$ cat src/rtl/port_arbiter.sv
// Three-requester packet arbiter: round-robin grant held for a whole packet, combinational data path.
// Optional watchdog (ARB_WATCHDOG_EN) abandons a stalled lock and raises sticky o_timeout.
module port_arbiter #(
  parameter int DataWidth     = 36,
  parameter int TimeoutCycles = 16
) (
  input  logic                   i_clk,
  input  logic                   i_reset,
  input  logic [3*DataWidth-1:0] i_req_data,
  input  logic [2:0]             i_req_valid,
  input  logic [2:0]             i_req_last,
  output logic [2:0]             o_req_ready,
  output logic [DataWidth-1:0]   o_data,
  output logic                   o_data_valid,
  input  logic                   i_data_ready,
  output logic [2:0]             o_grant
`ifdef ARB_WATCHDOG_EN
  ,
  output logic                   o_timeout
`endif
);

  typedef enum logic {ST_IDLE, ST_LOCKED} state_t;

  state_t               r_state;
  state_t               w_state_nxt;
  logic   [1:0]         r_last;
  logic   [1:0]         w_last_nxt;
  logic   [2:0]         w_gnt_oh;
  logic   [2:0]         w_arb;
  logic                 w_locked;
  logic                 w_gvalid;
  logic                 w_glast;
  logic                 w_xfer;
  logic                 w_wd_hit;
  logic [DataWidth-1:0] w_sel;

  // Round-robin pick: scan last+1, last+2, last (mod 3).
  function automatic logic [2:0] f_arb(input logic [2:0] v, input logic [1:0] last);
    logic [2:0] g;
    case (last)
      2'd0:    g = v[1] ? 3'b010 : v[2] ? 3'b100 : v[0] ? 3'b001 : 3'b000;
      2'd1:    g = v[2] ? 3'b100 : v[0] ? 3'b001 : v[1] ? 3'b010 : 3'b000;
      default: g = v[0] ? 3'b001 : v[1] ? 3'b010 : v[2] ? 3'b100 : 3'b000;
    endcase
    return g;
  endfunction

  function automatic logic [1:0] f_idx(input logic [2:0] oh);
    return oh[2] ? 2'd2 : (oh[1] ? 2'd1 : 2'd0);
  endfunction

  function automatic logic [2:0] f_onehot(input logic [1:0] idx);
    case (idx)
      2'd0:    return 3'b001;
      2'd1:    return 3'b010;
      default: return 3'b100;
    endcase
  endfunction

  assign w_locked = (r_state == ST_LOCKED);
  assign w_gnt_oh = w_locked ? f_onehot(r_last) : 3'b000;
  assign w_gvalid = |(i_req_valid & w_gnt_oh);
  assign w_glast  = |(i_req_last & w_gnt_oh);
  assign w_xfer   = w_gvalid & i_data_ready;
  assign w_arb    = f_arb(i_req_valid, r_last);

  always_comb begin
    case (r_last)
      2'd0:    w_sel = i_req_data[0*DataWidth +: DataWidth];
      2'd1:    w_sel = i_req_data[1*DataWidth +: DataWidth];
      default: w_sel = i_req_data[2*DataWidth +: DataWidth];
    endcase
  end

  assign o_grant      = w_gnt_oh;
  assign o_data       = w_locked ? w_sel : '0;
  assign o_data_valid = w_gvalid;
  assign o_req_ready  = w_gnt_oh & {3{i_data_ready}};

`ifdef ARB_WATCHDOG_EN
  localparam logic [7:0] LP_TIMEOUT = 8'(TimeoutCycles);

  logic [7:0] r_wd_cnt;
  logic       r_timeout;

  assign w_wd_hit  = w_locked && !w_gvalid && ((r_wd_cnt + 8'd1) >= LP_TIMEOUT);
  assign o_timeout = r_timeout;

  // Counter restarts on every new lock and every accepted flit.
  always_ff @(posedge i_clk) begin
    if (i_reset) begin
      r_wd_cnt  <= 8'd0;
      r_timeout <= 1'b0;
    end else begin
      if ((!w_locked && w_state_nxt == ST_LOCKED) || w_xfer) begin
        r_wd_cnt <= 8'd0;
      end else if (w_locked && !w_gvalid) begin
        r_wd_cnt <= r_wd_cnt + 8'd1;
      end
      if (w_wd_hit) begin
        r_timeout <= 1'b1;
      end
    end
  end
`else
  assign w_wd_hit = 1'b0;
`endif

  always_comb begin
    w_state_nxt = r_state;
    w_last_nxt  = r_last;
    if (!w_locked) begin
      if (|i_req_valid) begin
        w_state_nxt = ST_LOCKED;
        w_last_nxt  = f_idx(w_arb);
      end
    end else if (w_xfer && w_glast) begin
      // Tail accepted: re-arbitrate from the current grant, including itself.
      if (|w_arb) begin
        w_last_nxt = f_idx(w_arb);
      end else begin
        w_state_nxt = ST_IDLE;
      end
    end else if (w_wd_hit) begin
      w_state_nxt = ST_IDLE;
    end
  end

  always_ff @(posedge i_clk) begin
    if (i_reset) begin
      r_state <= ST_IDLE;
      r_last  <= 2'd2;
    end else begin
      r_state <= w_state_nxt;
      r_last  <= w_last_nxt;
    end
  end

endmodule

$ cat config.mk
export PLATFORM = sky130hd
export DESIGN_NAME = port_arbiter
export DESIGN_NICKNAME = d
export VERILOG_FILES = /design/src/rtl/port_arbiter.sv
export SDC_FILE = /design/constraint.sdc
export NUM_CORES = 1
export LEC_CHECK = 0
export CAP_MARGIN = 25
export CORE_UTILIZATION = 25
export DETAILED_ROUTE_END_ITERATION = 8
export PLACE_DENSITY = 0.83
export SLEW_MARGIN = 20
export SYNTH_ARGS = -nofsm -noshare
export SYNTH_HDL_FRONTEND = slang
export SYNTH_SLANG_ARGS = --single-unit
$ cat constraint.sdc
create_clock -name i_clk -period 1.9 [get_ports i_clk]
set_input_delay 0.38 -clock i_clk [delete_from_list [all_inputs] [get_ports i_clk]]
set_output_delay 0.38 -clock i_clk [all_outputs]
set_load 0.03 [all_outputs]
==> metrics <==
Max FO, Critical Path 5; global route total overflow 0; IO Port Bufs 159; unrepaired setup endpoints after global routing yes; Die W 69.7 um; worst-margin pin slew 412 ps; n_diodes 0; Lkg Pwr 1.18 nW; Final Util 64.7%; setup_tns 0 ps; Critical Path Source Type flip-flop; drt wl/cell 12.7 um; share of layout cells above drive strength 1 18.6%; clock power share 16.2%; Root Driver clkbuf_8; CTS Buffer Depth 2; critical path launch point r_last[1]; worst hold path class flip-flop to flip-flop; Period minus WS final 1860 ps; mapped cell area 1150 um^2; Sequential Power Share 7.0%; H-tree levels 1; final hold vios 0; R2R setup slack 320 ps; most frequent cells in the layout clkdlybuf4s50_1, nor2_1, buf_4, mux2i_1, a21oi_1; starting density of the core 26.1%; register area 65.1 um^2; worst setup path endpoint o_grant[1]; combinational share of power 76.8%; pre-CTS WS 21.4 ps; IO Pins 160; First DRT Iteration DRCs 63; Vias 1907; Reg2Reg Depth 5; global-route wire length before repair 8.38 mm; Max VDD drop 0.000197 V; Area growth, synth to finish 147%; Seq cells post-synth 3; final wirelength 5.17 mm; Total GRT Usage 20.7%; Arr. time, crit path 1480 ps; number of routed nets with antenna violations 0; syn_area_per_cell 5.82 um^2; Synth warnings 0; CTS clk-pin slew, worst paths 30 ps; core area 4380 um^2; commonest non-fill, non-tap cell in the layout clkdlybuf4s50_1; filler cell count 402; Clock Skew 0.866 ps; fin nets 473; internal power 0.677 mW; Reg-to-Reg End r_last[0]; Cell Count, Final, Fillers Out 407; PwrDens 408 nW/um^2; Sink Count 3; R2R Path Start r_last[0]; Via density 4.69; Worst setup EP type output port; largest net degree at the start of global routing 40; area of the multi-input gates 1010 um^2; Post-route DRC 0; Tcrit/Tclk final 98.1%; via count of the first global-routing pass 1885; Synth cell types 19; maxcap violations 0; worst hold slack 564 ps; Synth area leaders mux2i_1, nor2_1, a21oi_1; initial antenna violation count 0; NetSw 0.481 mW; cell count of the worst hold path 2; cell taking the most area after synthesis mux2i_1; drt first pass iters 4; net count after synthesis 314; Post-Synthesis Cells 197; HPWL after DPL 3.99 mm; CTS Buf Count 3; row cnt 24; Final Slew Violations 0; RePlAce Congestion 0.841; worst rel slew slack 72.3%; sequential area share after synthesis 5.24%; worst skew pair latency 220 ps; CTS tree done; setup violators final 0; Final WS setup 35.2 ps; Sw Ratio 41.5%; top-area cell type share of the netlist area 34.9%; die footprint 4860 um^2; status complete, no violations; Inst Count DP 401; Worst Path Required 1520 ps; Peak Freq 0.536 GHz; Worst Setup Path Type flip-flop to output port; die height 69.7 um
==> repair_timing <==
item | CTS | global route
pin swaps | 0 | 1
resized for setup | 1 | 10
gates cloned | 0 | 1
endpoints found under the hold margin | 0 | 0
endpoints found under the setup margin | 1 | 25
hold buffers | 0 | 0
setup buffers | 0 | 1
==> flip-flops by register name (all words and copies together), names as in the netlist <==
| register | flops |
|---|---|
| r_state | 1 |
| r_last | 2 |
==> synth_stat cells <==
cell	number
nand2b_1	2
buf_4	1
clkbuf_1	8
a21oi_1	39
o22ai_1	1
dfxtp_1	3
nor3b_1	1
and3_1	2
mux2i_1	40
a2111oi_2	1
nor2b_1	3
buf_2	6
nor3_1	3
a41o_2	1
nand2_1	2
inv_1	3
o21ai_0	1
nor2_1	77
buf_1	3
==> routing by layer <==
| metal | global-route usage [%] | vias up | wire length [um] |
|---|---|---|---|
| li1 | - | 984 | - |
| met1 | 23.6 | 840 | 2090 |
| met2 | 39.5 | 77 | 2710 |
| met3 | 4.22 | 6 | 329 |
| met4 | 3.78 | 0 | 42 |
| met5 | 0 | - | 0 |
==> logic make-up (layout without fill, tap and decap cells) <==
kind of cell,count (synthesis),after routing,synth area share [%]
simple gates,90,90,31.7
compound gates,43,43,20.3
mux,40,40,34.9
buf+inv,21,179,7.86
flops,3,3,5.24
==> power by group through the flow <==
stage / sequential, mW / combinational [mW] / clock, mW
floorplan: 0.0716 / 0.453 / 0
global placement: 0.0799 / 0.858 / 0
detailed placement: 0.0803 / 0.868 / 0
CTS: 0.0786 / 0.872 / 0.193
global route: 0.0821 / 0.957 / 0.200
finish: 0.0812 / 0.889 / 0.188
==> worst min path at each step <==
stage | start | endpoint
global route | r_last[1] | r_last[1]
CTS | r_last[1] | r_last[1]
detailed placement | r_last[1] | r_last[1]
finish | r_last[1] | r_last[1]
floorplan | i_reset | r_state
global placement | r_last[1] | r_last[1]
==> worst max-delay path, cell delays in order (launching register included) <==
cell             delay (ps)
dfxtp_2                 340
inv_1                   100
and3_1                  160
clkdlybuf4s50_1         660
==> stage by stage <==
step	power, mW	cell area, um^2
2_1_floorplan	0.524	1150
3_3_place_gp	0.938	2720
3_5_place_dp	0.948	2720
4_1_cts	1.14	2770
5_1_grt	1.24	2840
6_report	1.16	2840
==> layout make-up <==
cell class | instances | area share, %
multi-input combinational | 173 | 35.8
clock buffer | 4 | 1.59
inverter | 3 | 0.397
tap | 52 | 2.29
sequential | 3 | 2.29
timing repair buffer | 172 | 57.6
(Power assumes the default switching activity.)
